`config.mk`:
```
export PLATFORM = sky130hd
export DESIGN_NAME = counter_123_accum
export DESIGN_NICKNAME = d
export VERILOG_FILES = /design/src/rtl/counter_123_accum.sv
export SDC_FILE = /design/constraint.sdc
export NUM_CORES = 1
export LEC_CHECK = 0
export BUFFER_PORTS_ARGS = -buffer_cell sky130_fd_sc_hd__buf_4
export CORE_MARGIN = 5
export CORE_UTILIZATION = 50
export CTS_CLUSTER_SIZE = 20
export DETAILED_ROUTE_END_ITERATION = 10
export GPL_TIMING_DRIVEN = 0
export HOLD_SLACK_MARGIN = 0.1
export PLACE_DENSITY_LB_ADDON = 0.08
export SETUP_SLACK_MARGIN = 0.05
export SKIP_LAST_GASP = 1
export SLEW_MARGIN = 10
export SYNTH_ARGS = -nofsm -noshare
export SYNTH_HDL_FRONTEND = slang
export SYNTH_SLANG_ARGS = --single-unit
```
`constraint.sdc`:
```
create_clock -name clk -period 2.8 [get_ports clk]
set_input_delay 0.14 -clock clk [delete_from_list [all_inputs] [get_ports clk]]
set_output_delay 0.14 -clock clk [all_outputs]
set_load 0.005 [all_outputs]
```
`src/rtl/counter_123_accum.sv`:
```
// Frame accumulator for the (1,2,3) counter output stream.
// Sums beats until in_last, then parks the total in a one-entry output buffer.
module counter_123_accum #(
  parameter int unsigned ACC_W = 16,
  parameter bit          SAT   = 1'b1
) (
  input  logic             clk,
  input  logic             rst,
  input  logic             in_valid,
  output logic             in_ready,
  input  logic [3:0]       in_o,
  input  logic             in_last,
  output logic             out_valid,
  input  logic             out_ready,
  output logic [ACC_W-1:0] out_sum,
  output logic [7:0]       out_beats,
  output logic             out_ovf,
  output logic             out_err
);

  localparam logic ST_IDLE  = 1'b0;
  localparam logic ST_ACCUM = 1'b1;

  logic             state_q, state_d;
  logic [ACC_W-1:0] acc_q, acc_d;
  logic [7:0]       beats_q, beats_d;
  logic             ovf_q, ovf_d;
  logic             err_q, err_d;

  logic             out_valid_q, out_valid_d;
  logic [ACC_W-1:0] out_sum_q, out_sum_d;
  logic [7:0]       out_beats_q, out_beats_d;
  logic             out_ovf_q, out_ovf_d;
  logic             out_err_q, out_err_d;

  logic             accept;
  logic [ACC_W-1:0] acc_base;
  logic [ACC_W:0]   sum_wide;
  logic             carry;
  logic [ACC_W-1:0] acc_next;
  logic [7:0]       beats_next;
  logic             ovf_next;
  logic             err_next;

  always_comb begin
    in_ready   = !rst && !(out_valid_q && !out_ready);
    accept     = in_valid && in_ready;
    acc_base   = (state_q == ST_IDLE) ? '0 : acc_q;
    sum_wide   = {1'b0, acc_base} + {{(ACC_W - 3){1'b0}}, in_o};
    carry      = sum_wide[ACC_W];
    // Out-of-range beats are still summed as-is; they only raise err.
    if (carry && SAT) acc_next = {ACC_W{1'b1}};
    else              acc_next = sum_wide[ACC_W-1:0];
    beats_next = (beats_q == 8'hff) ? 8'hff : beats_q + 8'd1;
    ovf_next   = ovf_q | carry;
    err_next   = err_q | (in_o > 4'd11);
  end

  always_comb begin
    state_d     = state_q;
    acc_d       = acc_q;
    beats_d     = beats_q;
    ovf_d       = ovf_q;
    err_d       = err_q;
    out_valid_d = out_valid_q;
    out_sum_d   = out_sum_q;
    out_beats_d = out_beats_q;
    out_ovf_d   = out_ovf_q;
    out_err_d   = out_err_q;

    if (out_ready) out_valid_d = 1'b0;

    if (accept) begin
      if (in_last) begin
        out_valid_d = 1'b1;
        out_sum_d   = acc_next;
        out_beats_d = beats_next;
        out_ovf_d   = ovf_next;
        out_err_d   = err_next;
        state_d     = ST_IDLE;
        acc_d       = '0;
        beats_d     = 8'd0;
        ovf_d       = 1'b0;
        err_d       = 1'b0;
      end else begin
        state_d = ST_ACCUM;
        acc_d   = acc_next;
        beats_d = beats_next;
        ovf_d   = ovf_next;
        err_d   = err_next;
      end
    end
  end

  always_ff @(posedge clk) begin
    if (rst) begin
      state_q     <= ST_IDLE;
      acc_q       <= '0;
      beats_q     <= 8'd0;
      ovf_q       <= 1'b0;
      err_q       <= 1'b0;
      out_valid_q <= 1'b0;
      out_sum_q   <= '0;
      out_beats_q <= 8'd0;
      out_ovf_q   <= 1'b0;
      out_err_q   <= 1'b0;
    end else begin
      state_q     <= state_d;
      acc_q       <= acc_d;
      beats_q     <= beats_d;
      ovf_q       <= ovf_d;
      err_q       <= err_d;
      out_valid_q <= out_valid_d;
      out_sum_q   <= out_sum_d;
      out_beats_q <= out_beats_d;
      out_ovf_q   <= out_ovf_d;
      out_err_q   <= out_err_d;
    end
  end

  assign out_valid = out_valid_q;
  assign out_sum   = out_sum_q;
  assign out_beats = out_beats_q;
  assign out_ovf   = out_ovf_q;
  assign out_err   = out_err_q;

endmodule

```
# After elaboration in Yosys (flattened, before gate mapping)
# Index checks and enable logic that the tools add are counted.
dict set report word_totals {
  reg_bits 54
  latchBits 0
  mem_bits_rw 0
  mem_bits_ro 0
  inputBits 9
  output_inout_bits 28
  wordCells 34
  memories 0
}
dict set report classes {
  n_addsub 2
  n_mul 0
  div 0
  magnitude_cmp 1
  n_eq_ne 1
  n_shift 0
  muxes 11
  bitwise_logic 2
  reduce_logical 7
}
# operator n
set ops {}
lappend ops {{16-bit two-way mux} 3}
lappend ops {{16-bit by 4-bit adder with 17-bit output} 1}
lappend ops {{8-bit two-way mux} 2}
lappend ops {{8-bit by 1-bit adder with 8-bit output, second input constant} 1}
lappend ops {{8-bit == test, second input constant} 1}
lappend ops {{1-bit two-way mux} 6}
lappend ops {{4-bit greater-than comparator, second input constant} 1}
lappend ops {{1-bit logical AND} 3}
lappend ops {{1-bit zero test} 3}
lappend ops {{1-bit OR} 2}
lappend ops {{2-bit AND reduction} 1}

# Longest topological paths before layout
# Gate-level depths: netlist (run 1).
dict set report depth {
  ltp_word 6
  mapped_depth 12
  ltp_nobuf 8
}

# Worst setup path before layout (run 1)
# No wires, ideal clock.
dict set report synth_timing {
  path_kind {reg2reg}
  start {reg state_q}
  end {reg acc_q[12]}
  setup_time_ns 0.123
  arrival_ns 2.604
  required_ns 2.677
  slack_ns 0.074
  stages_incl_launch_ff 13
  path_buffers 4
  synth_period_minus_slack_ns 2.726
  path_cell_list {dfxtp_1 -> buf_2 -> clkbuf_1 -> clkbuf_1 -> and2_1 -> ha_1 -> fa_1 -> a211oi_2 -> or2_4 -> nor3_4 -> buf_4 -> nor3_1 -> o21ai_1}
}
dict set report synth_via {
  elab_chain_len 4
}
# element line_no
set synth_rtl {}
lappend synth_rtl {{start: declaration} 24} ;# logic state_q, state_d;
lappend synth_rtl {{start signal: assignment} 108} ;# state_q <= state_d;
lappend synth_rtl {{16-bit two-way mux} 48} ;# acc_base = (state_q == ST_IDLE) ? '0 : acc_q;
lappend synth_rtl {{16-bit by 4-bit adder with 17-bit output} 49} ;# sum_wide = {1'b0, acc_base} + {{(ACC_W - 3){1'b0}}, in_o};
lappend synth_rtl {{16-bit two-way mux} 52} ;# if (carry && SAT) acc_next = {ACC_W{1'b1}};
lappend synth_rtl {{16-bit two-way mux} 74} ;# if (in_last) begin
lappend synth_rtl {{end signal: assignment} 98} ;# acc_q <= '0;
lappend synth_rtl {{end signal: assignment} 109} ;# acc_q <= acc_d;
lappend synth_rtl {{end: declaration} 25} ;# logic [ACC_W-1:0] acc_q, acc_d;
# Every way passes these cells.
# A chain may end at the register's enable or synchronous reset.

# Worst setup path in the final report (run 1)
dict set report layout_timing {
  start {reg state_q}
  end {reg out_sum_q[9] (netlist: out_sum[9])}
}
dict set report layout_via {
  elab_chain_len 3
}
# element line_no
set layout_rtl {}
lappend layout_rtl {{16-bit two-way mux} 48}
lappend layout_rtl {{16-bit by 4-bit adder with 17-bit output} 49}
lappend layout_rtl {{16-bit two-way mux} 52}
lappend layout_rtl {{end signal: assignment} 114} ;# out_sum_q <= out_sum_d;
lappend layout_rtl {{end: declaration} 31} ;# logic [ACC_W-1:0] out_sum_q, out_sum_d;
# Every way passes these cells.

==> results.rst, run 1 <==
.. list-table::
   :header-rows: 1

   * - Metric
     - Value
   * - Run status
     - finished clean
   * - GRT Overall Usage
     - 21.0%
   * - Nature of the critical path startpoint
     - flip-flop
   * - Count of unique library cells instantiated by Yosys
     - 51
   * - RSZ-0062 raised after global routing
     - true
   * - Die height
     - 83.3 um
   * - Maximum resistive drop on vdd
     - 0.202 mV
   * - Critical path data arrival time
     - 2.91 ns
   * - Via count of the first global-routing pass
     - 2429
   * - Share of the cycle needed by the critical path after routing
     - 96.7%
   * - Share of the yosys chip area belonging to registers
     - 40.3%
   * - First-pass GRT wire length
     - 12200 um
   * - Yosys warns
     - 0
   * - Cell depth of the worst min-delay path
     - 3
   * - Remaining Overflow, GRT
     - 0
   * - Most common cell after layout, fill and taps aside
     - dfxtp_1
   * - Count of nets left with antenna violations after detail routing
     - 0
   * - Std cell rows
     - 26
   * - Final std cells w/o fill
     - 439
   * - Cells on worst reg2reg path
     - 11
   * - Commonest cells after routing, fill and taps aside
     - dfxtp_1, buf_4, nand2_1
   * - Max Slew Vio Count
     - 0
   * - Clock latency of the later-clocked register in the worst-skew pair
     - 0.30 ns
   * - Final hold vios
     - 0
   * - Maximum buffer depth of the clock tree
     - 2
   * - Synth top area cells
     - dfxtp_1, a21oi_1, nand2_1, nand3_1, o21ai_0
   * - Total power per unit cell area
     - 431 nW/um^2
   * - CTS clk-pin slew, worst paths
     - 0.10 ns
   * - Per-instance average area after synthesis
     - 8.33 sq um
   * - Mean routed wirelength per cell
     - 16.1 um
   * - Number of register bits inferred by synthesis
     - 54
   * - Initial standard-cell utilization of the core
     - 51.9%
   * - Lkg Pwr
     - 1.30 nW
   * - Floorplan die area
     - 6930 sq um
   * - Critical path fanouts, max
     - 10
   * - Final critical path time including I/O delays and setup
     - 2.71 ns
   * - Number of ports placed on the die boundary
     - 37
   * - Proportion of synthesized flip-flops having asynchronous set or reset
     - 0%
   * - Deepest level of the CTS H-tree
     - 2
   * - Count of endpoints failing setup in the final report
     - 0
   * - Cells after synthesis
     - 322
   * - Worst Hold Class
     - primary input to flip-flop
   * - Router iterations before antenna repair
     - 4
   * - Routability-driven placement congestion ratio
     - 0.909
   * - Vias
     - 2513
   * - Pin count of the biggest net entering global routing
     - 17
   * - Initial antenna violation count
     - 0
   * - Largest area contributor in the netlist
     - dfxtp_1
   * - Initial DRC Count
     - 264
   * - Final Util
     - 62.5%
   * - Floorplan core area
     - 5170 sq um
   * - Total of buffers placed on input and output ports
     - 35
   * - Detailed Route WL
     - 7090 um
   * - Area Overhead vs Synth
     - 20.4%
   * - Number of cells in the design after placement
     - 427
   * - Total Power
     - 0.00139 W
   * - Peak Freq
     - 0.369 GHz
   * - Crit path capture type
     - flip-flop
   * - Share of the synthesized area in the top cell type
     - 40.3%
   * - Cell at the root of the clock tree
     - clkbuf_8
   * - Tightest slew margin relative to the limit
     - 47.1%
   * - Start-to-end type of the worst setup path
     - flip-flop to flip-flop
   * - Fin Clk Skew
     - 0.00571 ns
   * - Setup slack of the critical path after layout
     - 0.0936 ns
   * - Measured slew at the worst slew-check pin
     - 0.783 ns
   * - Number of max-capacitance violations reported
     - 0
   * - Dpl ws
     - -0.449 ns
   * - Vias per Instance
     - 5.72
   * - Synthesized netlist net count
     - 337
   * - Number of sinks on the clock net
     - 54
   * - Worst EP required
     - 3.00 ns
   * - Layout net count
     - 383
   * - Prevailing post-synth register cell
     - dfxtp_1
   * - Count of flip-flops with a built-in enable after synthesis
     - 0
   * - Post-synth design cell area
     - 2680 sq um
   * - Number of buffers added by the clock tree synthesis step
     - 5
   * - Number of filler instances in the final layout
     - 490
   * - Count of unresolved DRC violations after routing
     - 0
   * - Post-DP HPWL
     - 5120 um
   * - CTS tree
     - yes
   * - Proportion of layout cells with a drive suffix above 1
     - 21.1%
   * - Floorplan die width
     - 83.3 um
   * - Diode count
     - 0
## cells in the mapped netlist, drive strengths merged, types with 2 or more instances
| cell | count |
|---|---|
| nand2b | 2 |
| a31oi | 8 |
| o21a | 3 |
| mux2i | 2 |
| and3 | 8 |
| nand4 | 7 |
| clkbuf | 7 |
| a22oi | 2 |
| buf | 13 |
| a21oi | 28 |
| o31a | 2 |
| xnor2 | 7 |
| and4 | 6 |
| nor3 | 7 |
| inv | 4 |
| nor2 | 17 |
| a2bb2oi | 3 |
| dfxtp | 54 |
| and2 | 8 |
| o21bai | 2 |
| o211ai | 5 |
| nand2 | 37 |
| ha | 5 |
| a21o | 3 |
| o22ai | 2 |
| a31o | 3 |
| nand3 | 23 |
| nor4b | 2 |
| a32o | 2 |
| xor2 | 7 |
| o21ai | 29 |
## where the power goes
part           internal [W]  total (W)  switching [W]
sequential         0.000786   0.000796      0.0000104
clock              0.000199   0.000453       0.000254
combinational     0.0000611   0.000144      0.0000825
total               0.00105    0.00139       0.000346
## area by class of cell
type	count	area [sq um]	share of cell area (%)
multi-input cells	244	1530	47.3
flip-flops and latches	54	1080	33.5
repair buffers	39	299	9.26
plain buffers	20	125	3.87
well taps	70	87.6	2.71
clock buffers	6	82.6	2.56
inverters	4	15.0	0.465
clock inverters	2	12.5	0.387
## metal layers
layer | track usage (%) | vias to the layer above | part of all wire (%)
met2 | 31.7 | 75 | 45
met3 | 3.76 | 9 | 5.3
met1 | 30.4 | 1175 | 48
met4 | 6.09 | 0 | 0.96
li1 | - | 1254 | -
met5 | 0 | - | 0
## state kept, by name, indices dropped and copies added, names as in the netlist
signal     flops
beats_q        8
out_sum       16
err_q          1
acc_q         16
ovf_q          1
out_valid      1
out_ovf        1
state_q        1
out_beats      8
out_err        1
## kinds of logic after synthesis
family | after synthesis | synth area share (%)
compound gates | 98 | 22.7
flops | 54 | 40.3
mux | 3 | 1.17
fa+ha+maj | 6 | 3.08
buf+inv | 24 | 4.15
xor+xnor | 14 | 4.57
simple gates | 123 | 24.1
## worst paths after layout
check	start	endpoint	slack, ns
setup reg to reg	state_q$_SDFFE_PP0P_	out_sum[9]$_SDFFE_PP0P_	0.09
hold reg to reg	acc_q[0]$_SDFFE_PP0P_	acc_q[0]$_SDFFE_PP0P_	0.46
hold / removal	in_o[2]	err_q$_SDFFE_PP0P_	0.11
setup / recovery	state_q$_SDFFE_PP0P_	out_sum[9]$_SDFFE_PP0P_	0.09
## through the flow
| step | area, sq um | TNS (ns) | hold WS (ns) |
|---|---|---|---|
| after floorplan | 2680 | 0 | 0.289 |
| after global placement | 3030 | -9.55 | 0.405 |
| after detailed placement | 3030 | -9.32 | 0.412 |
| after CTS | 3190 | 0 | 0.105 |
| after global routing | 3230 | -0.00346 | 0.134 |
| final | 3230 | 0 | 0.106 |
## repair_timing
action | CTS | global route
cloned | 0 | 0
pin swaps | 2 | 7
hold endpoints to repair | 1 | 0
setup endpoints to repair | 34 | 34
hold buffers | 1 | 0
buffers inserted | 2 | 1
resized for setup | 9 | 17
## critical path: stages (launching register included)
cell and delay [ns]:
dfxtp_2 0.33, buf_6 0.13, buf_8 0.14, buf_8 0.14
and2_1 0.14, ha_2 0.20, fa_2 0.43, a211oi_4 0.33
or2_4 0.22, nor3_4 0.06, buf_4 0.19, o31a_1 0.28
No activity file was read; power rests on OpenSTA's default activity.
==> inputs of run 2 (changes only) <==
- SETUP_SLACK_MARGIN: 0.05 -> 0.5
==> run 2 against run 1 <==
Effect of this change:
- clock skew grew 0.0053 ns
- non-clock buffer count grew 8
- critical endpoint is now acc_q[2]$_SDFFE_PP0P_
- global-route usage grew 0.12 points
==> results.rst, run 2 (synthesized netlist as in run 1, its figures left out) <==
.. list-table::
   :header-rows: 1

   * - Metric
     - Value
   * - Run status
     - finished clean
   * - Number of sinks on the clock net
     - 54
   * - Vias
     - 2558
   * - Floorplan die area
     - 6930 sq um
   * - Proportion of layout cells with a drive suffix above 1
     - 28.2%
   * - Clock network power share
     - 31.0%
   * - Number of max-capacitance violations reported
     - 0
   * - Int Power
     - 0.00103 W
   * - Via count of the first global-routing pass
     - 2334
   * - Initial DRC Count
     - 216
   * - Number of cells in the design after placement
     - 427
   * - Final critical path time including I/O delays and setup
     - 2.52 ns
   * - Met1 layer usage reported by global route
     - 32.3%
   * - GRT Overall Usage
     - 21.1%
   * - Remaining Overflow, GRT
     - 0
   * - Initial standard-cell utilization of the core
     - 51.9%
   * - Register-to-register path setup slack
     - 0.28 ns
   * - Count of unresolved DRC violations after routing
     - 0
   * - Most common cell after layout, fill and taps aside
     - dfxtp_1
   * - Crit path capture type
     - flip-flop
   * - Worst Hold Class
     - primary input to flip-flop
   * - Flop pwr share
     - 57.1%
   * - Total power per unit cell area
     - 404 nW/um^2
   * - Switching power as a share of total power
     - 25.9%
   * - Post-Route Setup TNS
     - 0 ns
   * - Number of ports placed on the die boundary
     - 37
   * - Met3 demand-to-capacity share in global routing
     - 3.96%
   * - Measured slew at the worst slew-check pin
     - 0.880 ns
   * - Fin Clk Skew
     - 0.0110 ns
   * - Start-to-end type of the worst setup path
     - flip-flop to flip-flop
   * - Critical path data arrival time
     - 2.69 ns
   * - Nature of the critical path startpoint
     - flip-flop
   * - Commonest cells after routing, fill and taps aside
     - dfxtp_1, buf_4, nand2_1
   * - Final std cells w/o fill
     - 446
   * - Final hold vios
     - 0
   * - Floorplan die width
     - 83.3 um
   * - Gr busiest metal
     - met1
   * - Mean routed wirelength per cell
     - 16.2 um
   * - Clock latency of the later-clocked register in the worst-skew pair
     - 0.31 ns
   * - RSZ-0062 raised after global routing
     - true
   * - Deepest level of the CTS H-tree
     - 2
   * - Router iterations before antenna repair
     - 4
   * - Diode count
     - 0
   * - GR Layer Usage met2
     - 29.7%
   * - Max Slew Vio Count
     - 0
   * - Floorplan core area
     - 5170 sq um
   * - Worst EP required
     - 2.97 ns
   * - Count of nets left with antenna violations after detail routing
     - 0
   * - Layout net count
     - 391
   * - Maximum buffer depth of the clock tree
     - 2
   * - Number of buffers added by the clock tree synthesis step
     - 5
   * - Placed instance area
     - 3120 sq um
   * - CTS tree
     - yes
   * - CTS clk-pin slew, worst paths
     - 0.10 ns
   * - Critical path fanouts, max
     - 6
   * - Tightest slew margin relative to the limit
     - 40.5%
   * - Detailed Route WL
     - 7210 um
   * - Pin count of the biggest net entering global routing
     - 17
   * - Initial antenna violation count
     - 0
   * - Switching pwr
     - 0.000361 W
   * - Routability-driven placement congestion ratio
     - 0.888
   * - Total of buffers placed on input and output ports
     - 35
   * - Cell at the root of the clock tree
     - clkbuf_8
   * - First-pass GRT wire length
     - 12100 um
   * - Lkg Pwr
     - 1.39 nW
   * - Maximum resistive drop on vdd
     - 0.278 mV
   * - Vias per Instance
     - 5.74
   * - Final design area excluding fillers
     - 3450 sq um
   * - Std cell rows
     - 26
   * - Peak Freq
     - 0.397 GHz
   * - Post-DP HPWL
     - 5270 um
   * - Die height
     - 83.3 um
   * - Area Overhead vs Synth
     - 28.4%
   * - Count of endpoints failing setup in the final report
     - 0
   * - Number of hold buffers added after CTS
     - 0
   * - Logic pwr share
     - 11.9%
   * - Share of the cycle needed by the critical path after routing
     - 90.0%
==> run 2: metrics by stage <==
stage / hold slack (ns) / util [%] / power, W / worst slack [ns]
3_5_place_dp: 0.420 / 60.2 / 0.000956 / 0.0841
3_3_place_gp: 0.408 / 60.2 / 0.000954 / 0.115
6_report: 0.125 / 66.6 / 0.00139 / 0.280
5_1_grt: 0.147 / 66.6 / 0.00145 / 0.219
2_1_floorplan: 0.289 / - / 0.000892 / 0.381
4_1_cts: 0.123 / 65.1 / 0.00139 / 0.301
==> run 2: path summary, 6_finish.rpt <==
check / end / from / cells after the start
setup / recovery: acc_q[2]$_SDFFE_PP0P_ / state_q$_SDFFE_PP0P_ / 12
setup reg to reg: acc_q[2]$_SDFFE_PP0P_ / state_q$_SDFFE_PP0P_ / 12
hold / removal: err_q$_SDFFE_PP0P_ / in_o[3] / 3
hold reg to reg: acc_q[3]$_SDFFE_PP0P_ / acc_q[3]$_SDFFE_PP0P_ / 2
==> run 2: per-layer routing <==
metal  wire length (um)  vias up
li1                   -     1290
met1               3590     1171
met2               2990       91
met3                558        6
met4                 68        0
met5                  0        -
==> run 2: area by class of cell <==
class | instances | area (sq um)
plain buffers | 20 | 155
clock buffers | 5 | 68.8
clock inverters | 2 | 15.0
fillers | 441 | 1730
inverters | 4 | 15.0
multi-input cells | 244 | 1660
flip-flops and latches | 54 | 1080
well taps | 70 | 87.6
repair buffers | 47 | 360
==> run 2: power by group through the flow <==
stage	logic (W)	registers, W	clock network (W)
after floorplan	0.0000788	0.000813	0
after global placement	0.000142	0.000813	0
after detailed placement	0.000143	0.000813	0
after CTS	0.000159	0.000795	0.000437
after global routing	0.000180	0.000798	0.000469
final	0.000166	0.000796	0.000431
==> run 2: what timing repair did <==
action	CTS	global route
pin swaps	16	13
buffers inserted	6	5
cloned	1	0
gates resized for setup	24	11
endpoints found under the setup margin	34	34
==> run 2: worst max-delay path, cell delays in order, from the launching register on <==
cell and delay (ns):
dfxtp_2 0.33, buf_6 0.11, clkbuf_16 0.13, clkbuf_16 0.14, and2_4 0.14, ha_4 0.16, fa_2 0.42, a211oi_4 0.30
or2_4 0.21, nor3_4 0.07, buf_6 0.17, o21ai_2 0.13, a21oi_2 0.07
==> inputs of run 3 (changes only) <==
- BUFFER_PORTS_ARGS: -buffer_cell sky130_fd_sc_hd__buf_4 -> unset
- DONT_BUFFER_PORTS: unset -> 1
==> run 3 against run 2 <==
Effect of this change:
- global-route usage rose by 0.24 points
- clock power rose by 23%
- sequential share of layout area rose by 0.65 points
- via count rose by 0.35%
- critical path depth did not move
- highest routed layer unchanged
- design area fell by 2.0%
==> results.rst, run 3 (synthesized netlist as in run 1, its figures left out) <==
.. list-table::
   :header-rows: 1

   * - Metric
     - Value
   * - Initial standard-cell utilization of the core
     - 51.9%
   * - Critical path data arrival time
     - 2.71 ns
   * - Number of max-capacitance violations reported
     - 0
   * - Total of buffers placed on input and output ports
     - 0
   * - GRT Overall Usage
     - 21.4%
   * - Final critical path time including I/O delays and setup
     - 2.49 ns
   * - Floorplan core area
     - 5170 sq um
   * - Nature of the critical path startpoint
     - flip-flop
   * - Worst Hold Class
     - primary input to flip-flop
   * - RSZ-0062 raised after global routing
     - true
   * - Diode count
     - 0
   * - Deepest level of the CTS H-tree
     - 2
   * - Number of sinks on the clock net
     - 54
   * - Measured slew at the worst slew-check pin
     - 0.972 ns
   * - Launch point of the worst hold path
     - rst
   * - Post-DP HPWL
     - 5220 um
   * - Total power per unit cell area
     - 434 nW/um^2
   * - Remaining Overflow, GRT
     - 0
   * - Cell with the largest stage delay on the worst path
     - fa_2
   * - Run status
     - finished clean
   * - Commonest cells after routing, fill and taps aside
     - dfxtp_1, nand2_1, a21oi_1
   * - Start-to-end type of the worst setup path
     - flip-flop to flip-flop
   * - Initial antenna violation count
     - 0
   * - Cell at the root of the clock tree
     - clkbuf_8
   * - Register area
     - 1080 sq um
   * - Count of unresolved DRC violations after routing
     - 0
   * - Std cell rows
     - 26
   * - Proportion of layout cells with a drive suffix above 1
     - 23.4%
   * - Die height
     - 83.3 um
   * - Final hold vios
     - 0
   * - Setup slack of the critical path after layout
     - 0.307 ns
   * - Post-Route Setup TNS
     - 0 ns
   * - Maximum resistive drop on vdd
     - 0.226 mV
   * - CTS clk-pin slew, worst paths
     - 0.10 ns
   * - Most common cell after layout, fill and taps aside
     - dfxtp_1
   * - Mean routed wirelength per cell
     - 18.4 um
   * - Crit path capture type
     - flip-flop
   * - Fin Clk Skew
     - 0.0133 ns
   * - Floorplan die width
     - 83.3 um
   * - Number of buffers added by the clock tree synthesis step
     - 5
   * - Floorplan die area
     - 6930 sq um
   * - First-pass GRT wire length
     - 12100 um
   * - Area Overhead vs Synth
     - 25.8%
   * - Gr busiest metal
     - met1
   * - Multi-input logic area
     - 1740 sq um
   * - Count of nets left with antenna violations after detail routing
     - 0
   * - Source of the worst register-to-register timing path
     - state_q$_SDFFE_PP0P_
   * - Share of the cycle needed by the critical path after routing
     - 89.1%
   * - Via count of the first global-routing pass
     - 2266
   * - Lkg Pwr
     - 1.26 nW
   * - Worst EP required
     - 3.02 ns
   * - Vias
     - 2567
   * - Layout net count
     - 365
   * - Met3 demand-to-capacity share in global routing
     - 5.35%
   * - Tightest slew margin relative to the limit
     - 34.3%
   * - Count of endpoints failing setup in the final report
     - 0
   * - Max incr delay on CP
     - 0.37 ns
   * - CTS tree
     - yes
   * - Met1 layer usage reported by global route
     - 31.0%
   * - Peak Freq
     - 0.401 GHz
   * - GR Layer Usage met2
     - 30.6%
   * - Routability-driven placement congestion ratio
     - 0.901
   * - Router iterations before antenna repair
     - 5
   * - Pin count of the biggest net entering global routing
     - 17
   * - Max Slew Vio Count
     - 0
   * - Vias per Instance
     - 6.10
   * - Detailed Route WL
     - 7760 um
   * - Maximum buffer depth of the clock tree
     - 2
   * - Initial DRC Count
     - 225
   * - Clock latency of the later-clocked register in the worst-skew pair
     - 0.31 ns
   * - Origin of the worst setup path
     - state_q$_SDFFE_PP0P_
   * - Number of ports placed on the die boundary
     - 37
   * - Critical path cell sequence
     - buf_6 -> clkbuf_16 -> clkbuf_16 -> and2_4 -> ha_4 -> fa_2 -> a211oi_4 -> or2_4 -> nor3_4 -> buf_4 -> nand2b_4 -> a32o_1
   * - Register-to-register path setup slack
     - 0.31 ns
   * - Critical path fanouts, max
     - 6
   * - Dpl ws
     - 0.104 ns
   * - Number of filler instances in the final layout
     - 428
   * - Cell repeated most along the worst path
     - clkbuf_16
## run 3: cell types whose count changed in the layout (fill, tap and decap cells not counted), moves of 2 or more
| cell | previous run | this run |
|---|---|---|
| buf_4 | 46 | 13 |
| dlygate4sd3_1 | 0 | 6 |
| nand3_1 | 23 | 20 |
| and2_1 | 6 | 4 |
| and2_4 | 1 | 3 |
| nand3_4 | 0 | 2 |
| xnor2_1 | 6 | 4 |
| xnor2_2 | 1 | 3 |
| xor2_1 | 7 | 5 |
| xor2_2 | 0 | 2 |
## run 3: per-layer routing
metal  routed length, um  vias up
li1                    -     1220
met1                3550     1200
met4                 186        0
met3                 694       19
met5                   0        -
met2                3330      128
## run 3: final cells by class
type / count / area share [%]
Tap cell: 70 / 2.59
Multi-Input combinational cell: 244 / 51.6
Clock inverter: 2 / 1.11
Inverter: 4 / 0.445
Timing Repair Buffer: 21 / 5.45
Sequential cell: 54 / 32.0
Clock buffer: 6 / 2.15
Buffer: 20 / 4.59
## run 3: power by group
part           switching (W)  internal, W
Sequential         0.0000134     0.000786
Clock               0.000263     0.000267
Combinational      0.0000820    0.0000550
Total               0.000358      0.00111
## run 3: worst paths after layout
path                                                 to  cells after the start
worst max-delay path            out_sum[8]$_SDFFE_PP0P_                     12
worst min-delay path            beats_q[5]$_SDFFE_PP0P_                      2
worst max register to register  out_sum[8]$_SDFFE_PP0P_                     12
worst min register to register    acc_q[1]$_SDFFE_PP0P_                      2
## run 3: per-stage QoR
step                instance area, sq um  power [W]  std cells  hold slack (ns)  util, %
global route                        3380    0.00152        421            0.150     65.3
detailed placement                  2850   0.000925        392            0.303     55.2
floorplan                           2770   0.000892        322            0.289        -
finish                              3380    0.00147        421            0.156     65.3
CTS                                 3200    0.00147        415            0.139     61.9
global placement                    2850   0.000924        392            0.300     55.2
## run 3: worst max-delay path: cells and delay by family (launching register included)
family | cells | cell delay [ns]
simple gates | 4 | 0.54
buf+inv | 4 | 0.53
fa+ha+maj | 2 | 0.52
compound gates | 2 | 0.48
flops | 1 | 0.33
## run 3: repair_timing
| item | 4_1_cts | 5_1_grt |
|---|---|---|
| hold endpoints to repair | 7 | 0 |
| setup buffers | 8 | 5 |
| pin swaps | 13 | 19 |
| endpoints found under the setup margin | 34 | 34 |
| hold buffers | 6 | 0 |
| gates resized for setup | 22 | 28 |
| gates cloned | 1 | 1 |
